<file path="src/rtl/rr_arb_mux.sv">
// N-channel round-robin arbitrating mux with valid/ready on every port and a registered output.
// Define RR_ARB_MUX_SKID_EN to add a 2-entry skid buffer that removes the out_ready -> in_ready path.
module rr_arb_mux #(
    parameter  int N_CH  = 3,
    parameter  int WIDTH = 32,
    localparam int CHW   = (N_CH > 1) ? $clog2(N_CH) : 1
) (
    input  logic                  clk,
    input  logic                  rst_n,
    input  logic [N_CH-1:0]       in_valid,
    output logic [N_CH-1:0]       in_ready,
    input  logic [N_CH*WIDTH-1:0] in_data,
    output logic                  out_valid,
    input  logic                  out_ready,
    output logic [WIDTH-1:0]      out_data,
    output logic [CHW-1:0]        out_ch
);

    logic [CHW-1:0]   ptr_q, ptr_d;
    logic [N_CH-1:0]  grant;
    logic [CHW-1:0]   gnt_idx;
    logic             found;
    logic             free;
    logic [WIDTH-1:0] sel_data;
    int               idx;

    logic [WIDTH-1:0] out_data_q, out_data_d;
    logic [CHW-1:0]   out_ch_q, out_ch_d;

    // Search starts at the pointer and wraps, so the channel after the last winner has top priority.
    always_comb begin
        grant    = '0;
        gnt_idx  = '0;
        found    = 1'b0;
        sel_data = '0;
        idx      = 0;
        for (int k = 0; k < N_CH; k++) begin
            idx = (int'(ptr_q) + k) % N_CH;
            if (free && !found && in_valid[idx]) begin
                found       = 1'b1;
                grant[idx]  = 1'b1;
                gnt_idx     = CHW'(idx);
                sel_data    = in_data[idx*WIDTH +: WIDTH];
            end
        end
    end

    always_comb begin
        ptr_d = ptr_q;
        if (found) begin
            ptr_d = (gnt_idx == CHW'(N_CH - 1)) ? '0 : gnt_idx + CHW'(1);
        end
    end

    assign in_ready = grant & {N_CH{rst_n}};
    assign out_data = out_data_q;
    assign out_ch   = out_ch_q;

`ifdef RR_ARB_MUX_SKID_EN
    logic [1:0]       occ_q, occ_d;
    logic [WIDTH-1:0] skid_data_q, skid_data_d;
    logic [CHW-1:0]   skid_ch_q, skid_ch_d;
    logic             pop;

    // Free depends only on registered occupancy, keeping out_ready out of the in_ready cone.
    assign free      = (occ_q != 2'd2);
    assign out_valid = (occ_q != 2'd0);
    assign pop       = out_valid && out_ready;

    always_comb begin
        occ_d       = occ_q;
        out_data_d  = out_data_q;
        out_ch_d    = out_ch_q;
        skid_data_d = skid_data_q;
        skid_ch_d   = skid_ch_q;
        case (occ_q)
            2'd0: begin
                if (found) begin
                    out_data_d = sel_data;
                    out_ch_d   = gnt_idx;
                    occ_d      = 2'd1;
                end
            end
            2'd1: begin
                if (found && pop) begin
                    out_data_d = sel_data;
                    out_ch_d   = gnt_idx;
                end else if (found) begin
                    skid_data_d = sel_data;
                    skid_ch_d   = gnt_idx;
                    occ_d       = 2'd2;
                end else if (pop) begin
                    occ_d = 2'd0;
                end
            end
            default: begin
                if (pop) begin
                    out_data_d = skid_data_q;
                    out_ch_d   = skid_ch_q;
                    occ_d      = 2'd1;
                end
            end
        endcase
    end

    always_ff @(posedge clk or negedge rst_n) begin
        if (!rst_n) begin
            occ_q       <= 2'd0;
            skid_data_q <= '0;
            skid_ch_q   <= '0;
        end else begin
            occ_q       <= occ_d;
            skid_data_q <= skid_data_d;
            skid_ch_q   <= skid_ch_d;
        end
    end
`else
    logic out_valid_q, out_valid_d;

    assign free      = !out_valid_q || out_ready;
    assign out_valid = out_valid_q;

    always_comb begin
        out_valid_d = out_valid_q;
        out_data_d  = out_data_q;
        out_ch_d    = out_ch_q;
        if (found) begin
            out_valid_d = 1'b1;
            out_data_d  = sel_data;
            out_ch_d    = gnt_idx;
        end else if (out_ready) begin
            out_valid_d = 1'b0;
        end
    end

    always_ff @(posedge clk or negedge rst_n) begin
        if (!rst_n) begin
            out_valid_q <= 1'b0;
        end else begin
            out_valid_q <= out_valid_d;
        end
    end
`endif

    always_ff @(posedge clk or negedge rst_n) begin
        if (!rst_n) begin
            ptr_q      <= '0;
            out_data_q <= '0;
            out_ch_q   <= '0;
        end else begin
            ptr_q      <= ptr_d;
            out_data_q <= out_data_d;
            out_ch_q   <= out_ch_d;
        end
    end

endmodule

</file>
<file path="config.mk">
export PLATFORM = sky130hd
export DESIGN_NAME = rr_arb_mux
export DESIGN_NICKNAME = d
export VERILOG_FILES = /design/src/rtl/rr_arb_mux.sv
export SDC_FILE = /design/constraint.sdc
export NUM_CORES = 1
export LEC_CHECK = 0
export ABC_AREA = 1
export CAP_MARGIN = 5
export CORE_MARGIN = 2
export CORE_UTILIZATION = 43
export DETAILED_ROUTE_END_ITERATION = 7
export MAX_ROUTING_LAYER = met4
export PLACE_DENSITY_LB_ADDON = 0.3
export SYNTH_ARGS = -nofsm -noshare
export SYNTH_HDL_FRONTEND = slang
export SYNTH_SLANG_ARGS = --single-unit
export TNS_END_PERCENT = 30
</file>
<file path="constraint.sdc">
create_clock -name clk -period 2.4 [get_ports clk]
set_input_delay 0.72 -clock clk [delete_from_list [all_inputs] [get_ports clk]]
set_output_delay 0.72 -clock clk [all_outputs]
set_load 0.05 [all_outputs]
</file>
==> out/qor_table.md, run 1 <==
| Stage | Quantity | This run |
| --- | --- | --- |
| global route | Number of antenna violations at the first check in global routing | 0 |
| synthesis | Dominant combinational cell family by area after synthesis | simple AND/OR/NAND/NOR gates |
| placement | DPL Wire Length | 11600 um |
| sta | Hold violation count in the final report | 0 |
| synthesis | Mapped Cells | 722 |
| synthesis | Synthesized-area fraction occupied by and/or/nand/nor cells | 32.5% |
| detailed routing | Number of DRC markers after the initial detailed-route iteration | 542 |
| floorplanning | Area enclosed by the die boundary | 0.0108 mm2 |
| detailed routing | Antenna-violating nets left | 0 |
| layout | FF/Latch Area | 928 um2 |
| synthesis | Share of synthesized area spent on multiplexers | 0% |
| setup path | Category of the worst setup path capture point | primary output |
| global route | First-pass GRT wire length | 29100 um |
| sta | RSZ-0062 raised after global routing | true |
| placement | Instance area at placement | 0.00602 mm2 |
| setup path | Worst path arrival time | 2.13 ns |
| clock tree | Hold buffer count at CTS | 0 |
| synthesis | Fraction of synthesized cell area taken by the top area cell type | 21.5% |
| detailed routing | Wirelength per Cell | 17.9 um |
| sta | Period utilization | 119% |
| clock tree | Clock tree buffer depth | 2 |
| run | Max-cap violations | 0 |
| floorplanning | Area of the core | 0.00973 mm2 |
| synthesis | Post-synth EDFFs | 0 |
| setup path | Type of the worst setup path | reg2out |
| setup path | Required arrival time at the worst endpoint | 1.68 ns |
| clock tree | TritonCTS Sinks | 37 |
| floorplanning | Cell Rows | 36 |
| placement | Gpl congestion | 0.905 |
| layout | Proportion of layout cells with a drive suffix above 1 | 12.9% |
| clock tree | Clk Latency, worst-skew pair | 0.30 ns |
| synthesis | Synthesized area divided by synthesized cell count | 5.96 um2 |
| global route | Grt ovf | 0 |
| floorplanning | Vertical die dimension | 104 um |
| synthesis | Count of different cell masters after synthesis | 30 |
| synthesis | Cell with the most instances after synthesis | sky130_fd_sc_hd__nor2_1 |
| sta | Final count of pins violating max slew | 0 |
| synthesis | Largest area contributor in the netlist | sky130_fd_sc_hd__dfrtp_1 |
| setup path | Kind of start point of the critical path | register |
| global route | GRT Total Usage | 33.3% |
| run status | Status | finished, violations left |
| sta | Max-slew headroom | 63.5% |
| sta | Final critical delay including setup and external delays | 2.85 ns |
| synthesis | Most used standard cells in the synthesized netlist | sky130_fd_sc_hd__nor2_1 (108), sky130_fd_sc_hd__o21ai_0 (107), sky130_fd_sc_hd__nand2_1 (104) |
| layout | Area Growth Syn to Fin | 46.6% |
| floorplanning | Die X | 104 um |
| synthesis | Parity-gate share of the synthesized area counting xor and xnor cells | 0% |
| detailed routing | Count of vias placed by the detailed router | 6074 |
| sta | Least-Margin Pin Slew | 0.545 ns |
| synthesis | Count of warnings emitted by yosys | 0 |
| synthesis | Post-synthesis net count | 833 |
| setup path | Worst-path maximum fanout | 6 |
| synthesis | Share of flip-flops with an asynchronous set or reset | 100% |
| power and ir drop | Total power divided by cell area | 1670 mW/mm2 |
| synthesis | Predominant post-synthesis flop cell | sky130_fd_sc_hd__dfrtp_1 |
| clock tree | Clock-pin slew on the worst setup and hold paths | 0.09 ns |
| sta | Fmax | 0.350 GHz |
| placement | Placement-stage worst setup slack | -0.590 ns |
| placement | Count of input and output buffers | 139 |
| detailed routing | DR DRC count | 0 |
| detailed routing | Pre-Repair DR Iteration Count | 5 |
| clock tree | CTS tree | built |
| worst hold path | Type of the most critical hold path | in2async |
| clock tree | CTS root buf | sky130_fd_sc_hd__clkbuf_8 |
| layout | Total Nets Final | 975 |
| global route | Number of global-route vias before repair | 6020 |
| synthesis | Sequential-to-total area share from yosys stat | 21.5% |
| global route | Pin count of the biggest net entering global routing | 64 |
| layout | Final std cell area, no fill | 0.00631 mm2 |
| sta | Final clock skew | 0.00738 ns |
| layout | Combined area of the multi-input logic cells | 0.00299 mm2 |
| floorplanning | Ports | 140 |
| clock tree | Number of clock buffers inserted by TritonCTS | 5 |
| layout | # fillers | 867 |
| sta | Final setup slack of the worst path | -0.454 ns |
| synthesis | Count of state elements after synthesis | 37 |
| synthesis | Complex-gate fraction of the synthesized area | 30.9% |
| synthesis | Main area contributors after synthesis | sky130_fd_sc_hd__dfrtp_1 (22%), sky130_fd_sc_hd__o21ai_0 (12%), sky130_fd_sc_hd__nor2_1 (9.4%) |
| detailed routing | Routed wire length | 17900 um |
| clock tree | H-tree depth reported by CTS | 2 |
| setup path | Reg2Reg Depth | 10 |
| synthesis | Cell area after synthesis | 0.00430 mm2 |
| floorplanning | Initial standard-cell utilization of the core | 44.2% |
| power and ir drop | Leakage power | 2.74 nW |
| run status | Failing checks | negative setup slack |
| detailed routing | Post-DR vias/cell | 6.09 |
| layout | Antenna diode count | 0 |
| sta | Final setup violation count | 3 |
| synthesis | Share of synthesized cell area in full adder, half adder and majority cells | 2.62% |
| power and ir drop | Worst-case vdd ir drop | 768 uV |
[flip-flops by register name, summed over array words and instances (netlist names)]
| signal | cells |
|---|---|
| ptr_q | 2 |
| out_valid | 1 |
| out_data | 32 |
| out_ch | 2 |
[cell families (layout without fill, tap and decap cells)]
group,after synthesis,in the layout
fa+ha+maj,9,9
compound gates,235,235
buf+inv,122,265
flops,37,37
simple gates,319,319
[power by group]
| group | switching [mW] | internal, mW | leakage [nW] |
|---|---|---|---|
| sequential | 0.214 | 0.957 | 0.457 |
| combinational | 5.68 | 3.21 | 2.23 |
| clock | 0.258 | 0.234 | 0.0445 |
| total | 6.15 | 4.40 | 2.74 |
[cell type report]
| class | instances | share of cell area (%) |
|---|---|---|
| Timing Repair Buffer | 192 | 29.8 |
| Multi-Input combinational cell | 563 | 47.4 |
| Tap cell | 133 | 2.64 |
| Clock inverter | 1 | 0.119 |
| Inverter | 65 | 4.03 |
| Clock buffer | 7 | 1.37 |
| Sequential cell | 37 | 14.7 |
[metal layers]
metal / global-route usage [%] / up-vias / share of wire [%]
li1: - / 2761 / -
met1: 42.0 / 2759 / 40
met4: 16.1 / 0 / 3.0
met2: 51.4 / 491 / 45
met5: - / - / 0
met3: 6.20 / 63 / 12
[stage by stage]
stage	std cells	power (mW)	util (%)	hold WS [ns]	TNS [ns]
global route	998	11.3	64.8	0.550	-3.89
CTS	997	10.3	64.5	0.527	-1.18
global placement	980	9.24	61.9	0.516	-1.71
finish	998	10.5	64.8	0.499	-1.32
floorplan	722	6.81	-	0.424	-0.711
detailed placement	980	9.43	61.9	0.517	-4.04
[worst max-delay path: stages, from the launching register on]
cell                      delay, ns
sky130_fd_sc_hd__dfrtp_2       0.45
sky130_fd_sc_hd__inv_4         0.06
sky130_fd_sc_hd__ha_4          0.32
sky130_fd_sc_hd__nand2_4       0.06
sky130_fd_sc_hd__nand2_2       0.09
sky130_fd_sc_hd__nand2_1       0.07
sky130_fd_sc_hd__nor2_2        0.15
sky130_fd_sc_hd__nand2_2       0.10
sky130_fd_sc_hd__o21a_1        0.21
sky130_fd_sc_hd__a21oi_4       0.17
sky130_fd_sc_hd__buf_12        0.15
[timing repair]
item,4_1_cts,5_1_grt
hold endpoints to repair,0,0
buffers inserted,9,1
pin swaps,15,9
resized for setup,33,8
endpoints found under the setup margin,15,35
[cells in the final DEF, fill, tap and decap left out, types with 2 or more instances in the layout]
cell type                         Yosys  final
sky130_fd_sc_hd__a211oi_1            22     22
sky130_fd_sc_hd__a21oi_1             65     63
sky130_fd_sc_hd__a21oi_4              1      2
sky130_fd_sc_hd__a22oi_1             14     14
sky130_fd_sc_hd__buf_12               0      6
sky130_fd_sc_hd__buf_4                4     42
sky130_fd_sc_hd__buf_6                6      8
sky130_fd_sc_hd__clkbuf_8             0      6
sky130_fd_sc_hd__clkdlybuf4s50_1      0    131
sky130_fd_sc_hd__dfrtp_1             37     35
sky130_fd_sc_hd__dfrtp_2              0      2
sky130_fd_sc_hd__dlygate4sd2_1        0      4
sky130_fd_sc_hd__ha_1                 9      5
sky130_fd_sc_hd__ha_4                 0      4
sky130_fd_sc_hd__inv_1               61     55
sky130_fd_sc_hd__inv_2                4      6
sky130_fd_sc_hd__inv_4                0      4
sky130_fd_sc_hd__nand2_1            104     94
sky130_fd_sc_hd__nand2_2              2     10
sky130_fd_sc_hd__nand2_4              1      3
sky130_fd_sc_hd__nand3_1             80     78
sky130_fd_sc_hd__nand3_2              1      2
sky130_fd_sc_hd__nand4_1             18     18
sky130_fd_sc_hd__nor2_1             108    103
sky130_fd_sc_hd__nor2_2               1      4
sky130_fd_sc_hd__nor2_4               2      4
sky130_fd_sc_hd__o21ai_0            107    106
sky130_fd_sc_hd__o22ai_1             22     21
[worst paths after layout]
kind | slack [ns] | endpoint | start
worst max-delay path | -0.45 | in_ready[2] | ptr_q[0]$_DFFE_PN0P_
worst min-delay path | 0.50 | out_data[22]$_DFFE_PN0P_ | rst_n
worst max register to register | 0.02 | out_data[13]$_DFFE_PN0P_ | ptr_q[0]$_DFFE_PN0P_
worst min register to register | 0.54 | out_data[23]$_DFFE_PN0P_ | out_data[23]$_DFFE_PN0P_
max in group asynchronous | 1.51 | ptr_q[0]$_DFFE_PN0P_ | rst_n
min in group clk | 0.54 | out_data[23]$_DFFE_PN0P_ | out_data[23]$_DFFE_PN0P_
(Power assumes the default switching activity.)
==> inputs of run 2 (changes only) <==
--- a/config.mk
+++ b/config.mk
@@ -10,4 +10,5 @@
 export CORE_MARGIN = 2
-export CORE_UTILIZATION = 43
+export CORE_UTILIZATION = 58
 export DETAILED_ROUTE_END_ITERATION = 7
+export DONT_BUFFER_PORTS = 1
 export MAX_ROUTING_LAYER = met4
--- a/constraint.sdc
+++ b/constraint.sdc
@@ -3,2 +3,2 @@
 set_output_delay 0.72 -clock clk [all_outputs]
-set_load 0.05 [all_outputs]
+set_load 0.1 [all_outputs]
==> run 2 against run 1 <==
- the run still ends with negative setup slack left
- non-clock buffer count fell by 102
- count of clock-buffer cells in the layout unchanged
- die area down 25%
- utilization rose by 6.5 points
- sequential share of layout area is 3.4 points higher
- largest cell class unchanged
==> out/qor_table.md, run 2 (synthesis gave the netlist of run 1 again) <==
| Stage | Quantity | This run | Delta |
| --- | --- | --- | --- |
| setup path | Critical-path top delay cell | sky130_fd_sc_hd__dfrtp_2 |  |
| placement | DPL Wire Length | 10500 um | -9.5% |
| run | Max-cap violations | 0 | unchanged |
| sta | Hold violation count in the final report | 0 | unchanged |
| floorplanning | Area enclosed by the die boundary | 0.00813 mm2 | -25% |
| clock tree | Clk Latency, worst-skew pair | 0.30 ns | about the same |
| sta | Final clock skew | 0.00428 ns | -0.00310 ns |
| setup path | Slowest cell delay on critical path | 0.45 ns | about the same |
| sta | Fmax | 0.353 GHz | +0.67% |
| layout | Commonest cells after routing, fill and taps aside | sky130_fd_sc_hd__o21ai_0 (107), sky130_fd_sc_hd__nor2_1 (103), sky130_fd_sc_hd__nand2_1 (95) |  |
| sta | Final critical delay including setup and external delays | 2.83 ns | -0.0191 ns |
| sta | Final setup violation count | 3 | unchanged |
| global route | GRT Total Usage | 39.1% | +5.8 points |
| layout | Number of flip-flops in the largest register | 32 | unchanged |
| clock tree | Clock tree buffer depth | 2 | unchanged |
| detailed routing | Post-DR vias/cell | 6.49 | +6.6% |
| placement | Count of input and output buffers | 0 | -100% |
| layout | Proportion of layout cells with a drive suffix above 1 | 18.2% | +5.3 points |
| global route | Pin count of the biggest net entering global routing | 64 | unchanged |
| detailed routing | Count of vias placed by the detailed router | 5593 | -7.9% |
| layout | Most common cell after layout, fill and taps aside | sky130_fd_sc_hd__o21ai_0 |  |
| sta | Final count of pins violating max slew | 0 | unchanged |
| setup path | Kind of start point of the critical path | register |  |
| setup path | Category of the worst setup path capture point | primary output |  |
| layout | Area Growth Syn to Fin | 19.5% |  |
| clock tree | H-tree depth reported by CTS | 2 | unchanged |
| setup path | Type of the worst setup path | reg2out |  |
| sta | Final setup slack of the worst path | -0.435 ns | +0.0191 ns |
| worst hold path | Type of the most critical hold path | in2async |  |
| setup path | Worst path arrival time | 2.11 ns | -0.02 ns |
| clock tree | CTS tree | built |  |
| detailed routing | DR DRC count | 0 | unchanged |
| run status | Status | finished, violations left |  |
| detailed routing | Wirelength per Cell | 18.3 um | +2.2% |
| sta | Period utilization | 118% | -0.80 points |
| global route | Number of antenna violations at the first check in global routing | 0 | unchanged |
| setup path | Worst reg-to-reg setup slack | 0.06 ns | +0.04 ns |
| layout | Total Nets Final | 873 | -10% |
| detailed routing | Number of DRC markers after the initial detailed-route iteration | 488 | -10% |
| floorplanning | Area of the core | 0.00721 mm2 | -26% |
| setup path | Required arrival time at the worst endpoint | 1.68 ns | about the same |
| clock tree | Number of clock buffers inserted by TritonCTS | 5 | unchanged |
| detailed routing | Routed wire length | 15800 um | -12% |
| floorplanning | Cell Rows | 31 | -14% |
| setup path | Worst-path maximum fanout | 31 | +25 |
| detailed routing | Antenna-violating nets left | 0 | unchanged |
| detailed routing | Pre-Repair DR Iteration Count | 6 | +1 |
| global route | Grt ovf | 0 | unchanged |
| clock tree | TritonCTS Sinks | 37 | unchanged |
| sta | Least-Margin Pin Slew | 0.509 ns | -0.0366 ns |
| clock tree | Hold buffer count at CTS | 0 | unchanged |
| setup path | Gate family responsible for the most delay along the worst path | buffers and inverters |  |
| layout | Antenna diode count | 0 | unchanged |
| floorplanning | Ports | 140 | unchanged |
| floorplanning | Die X | 90.1 um | -13% |
| global route | First-pass GRT wire length | 25500 um | -12% |
| global route | Number of global-route vias before repair | 5488 | -8.8% |
| sta | Max-slew headroom | 66.1% | +2.6 points |
| sta | RSZ-0062 raised after global routing | true |  |
| clock tree | Clock-pin slew on the worst setup and hold paths | 0.08 ns | about the same |
| clock tree | CTS root buf | sky130_fd_sc_hd__clkbuf_8 |  |
| setup path | Worst path bufs/invs | 4 | +2 |
| floorplanning | Initial standard-cell utilization of the core | 59.7% | +15 points |
| setup path | CP Cell Sequence | inv_4 -> buf_6 -> ha_4 -> buf_4 -> nand2_1 -> o21a_1 -> a21oi_4 -> buf_12 |  |
| run status | Failing checks | negative setup slack |  |
| layout | Final core occ | 71.3% | +6.5 points |
| floorplanning | Vertical die dimension | 90.1 um | -13% |
| placement | Gpl congestion | 0.920 | +1.7% |
==> run 2: cell types whose count changed in the layout (fill, tap and decap cells not counted), moves of 2 or more <==
cell,change
sky130_fd_sc_hd__buf_6,-4
sky130_fd_sc_hd__nand2_4,-2
sky130_fd_sc_hd__buf_8,+2
sky130_fd_sc_hd__buf_4,+37
sky130_fd_sc_hd__buf_12,-2
sky130_fd_sc_hd__inv_2,-3
sky130_fd_sc_hd__clkdlybuf4s50_1,-131
sky130_fd_sc_hd__inv_1,+3
sky130_fd_sc_hd__dlygate4sd2_1,-4
==> run 2: layout make-up <==
type | count | area, um2
clock inverter | 1 | 30.0
inverter | 65 | 254
multi-input combinational | 563 | 2960
clock buffer | 7 | 86.3
tap | 99 | 124
fill | 651 | 2070
sequential | 37 | 930
timing repair buffer | 90 | 762
==> run 2: stage by stage <==
stage                     instances  TNS (ns)  setup slack [ns]  hold WS (ns)  cell area (um2)
after floorplan                 722     -1.22            -0.485         0.424             4380
after global placement          845    -0.358            -0.146         0.425             4870
after detailed placement        845    -0.478            -0.177         0.425             4870
after CTS                       857     -1.19            -0.412        0.0960             5070
after global routing            862     -2.51            -0.512        0.0925             5140
final                           862     -1.23            -0.435         0.102             5140
==> run 2: path summary, 6_finish.rpt <==
| path | from | to | cells after the start |
|---|---|---|---|
| worst min register to register | out_data[1]$_DFFE_PN0P_ | out_data[1]$_DFFE_PN0P_ | 2 |
| min in group clk | out_data[1]$_DFFE_PN0P_ | out_data[1]$_DFFE_PN0P_ | 2 |
| worst max-delay path | ptr_q[0]$_DFFE_PN0P_ | in_ready[2] | 8 |
| worst max register to register | ptr_q[0]$_DFFE_PN0P_ | out_data[0]$_DFFE_PN0P_ | 13 |
| max in group asynchronous | rst_n | ptr_q[1]$_DFFE_PN0P_ | 0 |
| worst min-delay path | rst_n | out_data[22]$_DFFE_PN0P_ | 0 |
==> run 2: repair_timing <==
| item | CTS | global route |
|---|---|---|
| buffers inserted | 4 | 5 |
| endpoints found under the setup margin | 3 | 35 |
| pin swaps | 9 | 10 |
| resized for setup | 14 | 14 |
| hold endpoints to repair | 0 | 0 |
==> run 2: worst reg2reg max path, cell delays in order, from the launching register on <==
cell	delay (ns)
sky130_fd_sc_hd__dfrtp_2	0.45
sky130_fd_sc_hd__inv_4	0.08
sky130_fd_sc_hd__buf_6	0.11
sky130_fd_sc_hd__ha_4	0.18
sky130_fd_sc_hd__buf_4	0.37
sky130_fd_sc_hd__nor2_1	0.17
sky130_fd_sc_hd__nor2_1	0.12
sky130_fd_sc_hd__nand3_1	0.07
sky130_fd_sc_hd__nand2_1	0.09
sky130_fd_sc_hd__nand2_1	0.08
sky130_fd_sc_hd__nor2_4	0.09
sky130_fd_sc_hd__buf_4	0.26
sky130_fd_sc_hd__nand2_1	0.08
sky130_fd_sc_hd__nand4_1	0.13
==> run 2: layer usage <==
metal  wire, um  global-route usage (%)  vias to the layer above
li1           -                       -                     2558
met1       5770                    46.7                     2527
met2       7400                    61.8                      436
met3       2080                    8.89                       72
met4        548                    20.1                        0
met5          0                       -                        -
Power of run 2 is not shown: default switching activity piles up to over one toggle a cycle in this logic, so the estimate is an artifact.
==> inputs of run 3 (changes only) <==
- CORE_MARGIN: 2 -> unset
==> run 3 against run 2 <==
- the flow still finishes with violations (negative setup slack)
- setup slack worse by 0.053 ns
- via count is 0.88% higher
- die area is 4.4% lower
- sequential cell count did not move
- critical path depth increased by 2
- count of clock-buffer cells in the layout unchanged
- non-clock buffer count increased by 1
- critical endpoint unchanged
- largest cell class unchanged
==> out/qor_table.md, run 3 (synthesis gave the netlist of run 1 again) <==
| Stage | Quantity | This run | Delta |
| --- | --- | --- | --- |
| sta | Period utilization | 120% | +2.2 points |
| global route | First-pass GRT wire length | 25100 um | -1.6% |
| floorplanning | Area of the core | 0.00721 mm2 | unchanged |
| floorplanning | Ports | 140 | unchanged |
| placement | Instance area at placement | 0.00487 mm2 | unchanged |
| sta | Hold violation count in the final report | 0 | unchanged |
| layout | Final std cell area, no fill | 0.00515 mm2 | about the same |
| layout | Area Growth Syn to Fin | 19.7% | about the same |
| layout | Most common cell after layout, fill and taps aside | sky130_fd_sc_hd__o21ai_0 |  |
| layout | Number of flip-flops in the largest register | 32 | unchanged |
| detailed routing | Antenna-violating nets left | 0 | unchanged |
| sta | Max-slew headroom | 66.7% | +0.61 points |
| floorplanning | Area enclosed by the die boundary | 0.00777 mm2 | -4.4% |
| clock tree | H-tree depth reported by CTS | 2 | unchanged |
| setup path | Kind of start point of the critical path | register |  |
| detailed routing | Wirelength per Cell | 18.9 um | +3.1% |
| placement | Gpl congestion | 0.926 | +0.63% |
| sta | Fmax | 0.346 GHz | -1.8% |
| detailed routing | Post-DR vias/cell | 6.54 | +0.76% |
| placement | DPL Wire Length | 10300 um | -1.3% |
| global route | Pin count of the biggest net entering global routing | 64 | unchanged |
| clock tree | CTS tree | built |  |
| layout | # fillers | 614 | -5.7% |
| sta | RSZ-0062 raised after global routing | true |  |
| detailed routing | DR DRC count | 0 | unchanged |
| layout | Total Nets Final | 874 | +0.11% |
| layout | FF/Latch Area | 930 um2 | unchanged |
| sta | Final setup violation count | 3 | unchanged |
| layout | Commonest cells after routing, fill and taps aside | sky130_fd_sc_hd__o21ai_0 (106), sky130_fd_sc_hd__nor2_1 (102), sky130_fd_sc_hd__nand2_1 (97) |  |
| layout | Proportion of layout cells with a drive suffix above 1 | 18.5% | +0.24 points |
| run status | Status | finished, violations left |  |
| sta | Worst hold-check slack | 0.0982 ns | -0.00379 ns |
| floorplanning | Die X | 88.1 um | -2.2% |
| setup path | Type of the worst setup path | reg2out |  |
| setup path | Start of the worst register-to-register path | ptr_q[0]$_DFFE_PN0P_ |  |
| setup path | Worst path arrival time | 2.17 ns | +0.06 ns |
| sta | Final critical delay including setup and external delays | 2.89 ns | +0.0528 ns |
| detailed routing | Routed wire length | 16300 um | +3.3% |
| clock tree | Clk Latency, worst-skew pair | 0.31 ns | about the same |
| clock tree | Hold buffer count at CTS | 0 | unchanged |
| layout | Combined area of the multi-input logic cells | 0.00297 mm2 | +0.38% |
| setup path | Reg2Reg Depth | 13 | unchanged |
| sta | Final clock skew | 0.00770 ns | +0.00343 ns |
| clock tree | Number of clock buffers inserted by TritonCTS | 5 | unchanged |
| detailed routing | Number of DRC markers after the initial detailed-route iteration | 539 | +10% |
| global route | Number of antenna violations at the first check in global routing | 0 | unchanged |
| global route | GRT Total Usage | 42.6% | +3.5 points |
| sta | Final count of pins violating max slew | 0 | unchanged |
| clock tree | TritonCTS Sinks | 37 | unchanged |
| clock tree | Clock-pin slew on the worst setup and hold paths | 0.09 ns | about the same |
| run status | Failing checks | negative setup slack |  |
| floorplanning | Cell Rows | 31 | unchanged |
| sta | Least-Margin Pin Slew | 0.500 ns | -0.00912 ns |
| floorplanning | Vertical die dimension | 88.1 um | -2.2% |
| worst hold path | Type of the most critical hold path | in2async |  |
| clock tree | Clock tree buffer depth | 2 | unchanged |
| setup path | Worst-path maximum fanout | 4 | -87% |
| detailed routing | Count of vias placed by the detailed router | 5642 | +0.88% |
| floorplanning | Initial standard-cell utilization of the core | 59.7% | unchanged |
| global route | Grt ovf | 0 | unchanged |
| setup path | Endpoint of the lowest-slack register-to-register path | out_data[1]$_DFFE_PN0P_ |  |
| setup path | Worst reg-to-reg setup slack | 0.09 ns | +0.03 ns |
| setup path | Required arrival time at the worst endpoint | 1.68 ns | about the same |
| layout | Antenna diode count | 0 | unchanged |
| clock tree | CTS root buf | sky130_fd_sc_hd__clkbuf_8 |  |
| placement | Count of input and output buffers | 0 | unchanged |
| global route | Number of global-route vias before repair | 5379 | -2.0% |
| run | Max-cap violations | 0 | unchanged |
| detailed routing | Pre-Repair DR Iteration Count | 7 | +1 |
| sta | Final setup slack of the worst path | -0.488 ns | -0.0528 ns |
| setup path | Category of the worst setup path capture point | primary output |  |
==> run 3: cell types whose count changed in the layout (fill, tap and decap cells not counted), sizes merged <==
cell    delta
buf        +2
clkbuf     -1
==> run 3: worst max-delay path by stage <==
stage	from	end	cells past startpoint
after floorplan	ptr_q[0]$_DFFE_PN0P_	in_ready[2]	11
after global placement	ptr_q[0]$_DFFE_PN0P_	in_ready[2]	10
after detailed placement	ptr_q[1]$_DFFE_PN0P_	in_ready[1]	11
after CTS	ptr_q[1]$_DFFE_PN0P_	in_ready[2]	12
after global routing	ptr_q[1]$_DFFE_PN0P_	in_ready[2]	11
final	ptr_q[1]$_DFFE_PN0P_	in_ready[2]	10
==> run 3: critical path, cell delays in order, from the launching register on <==
cell and delay, ns:
sky130_fd_sc_hd__dfrtp_2 0.41, sky130_fd_sc_hd__inv_4 0.06, sky130_fd_sc_hd__ha_4 0.29, sky130_fd_sc_hd__nand2_1 0.07, sky130_fd_sc_hd__nand2_2 0.09, sky130_fd_sc_hd__nand2_1 0.08
sky130_fd_sc_hd__nor2_2 0.18, sky130_fd_sc_hd__nand2_2 0.10, sky130_fd_sc_hd__o21a_1 0.21, sky130_fd_sc_hd__a21oi_4 0.17, sky130_fd_sc_hd__buf_12 0.19
==> run 3: area by class of cell <==
cell class              count  share of cell area (%)
repair buffers             91                    14.7
inverters                  65                    4.93
clock inverters             1                   0.583
well taps                  99                    2.41
multi-input cells         563                    57.7
clock buffers               7                    1.68
flip-flops and latches     37                    18.1
==> run 3: what timing repair did <==
| item | CTS | global route |
|---|---|---|
| buffers inserted | 10 | 0 |
| endpoints found under the setup margin | 3 | 35 |
| pin swaps | 10 | 8 |
| gates resized for setup | 14 | 13 |
==> run 3: routing by layer <==
metal / GRT usage, % / wire, um / share of wire (%)
met3: 11.1 / 2270 / 14
met5: - / 0 / 0
met1: 48.6 / 5910 / 36
met2: 69.9 / 7550 / 46
met4: 19.4 / 591 / 3.6
==> run 3: per-stage QoR <==
stage | worst slack (ns) | setup TNS (ns) | util, % | std cells
global route | -0.560 | -1.62 | 71.4 | 863
global placement | -0.164 | -0.360 | 67.5 | 845
detailed placement | -0.263 | -0.705 | 67.5 | 845
CTS | -0.424 | -1.21 | 70.9 | 863
finish | -0.488 | -1.37 | 71.4 | 863
floorplan | -0.485 | -1.22 | - | 722
Power of run 3 is left out for the same reason.
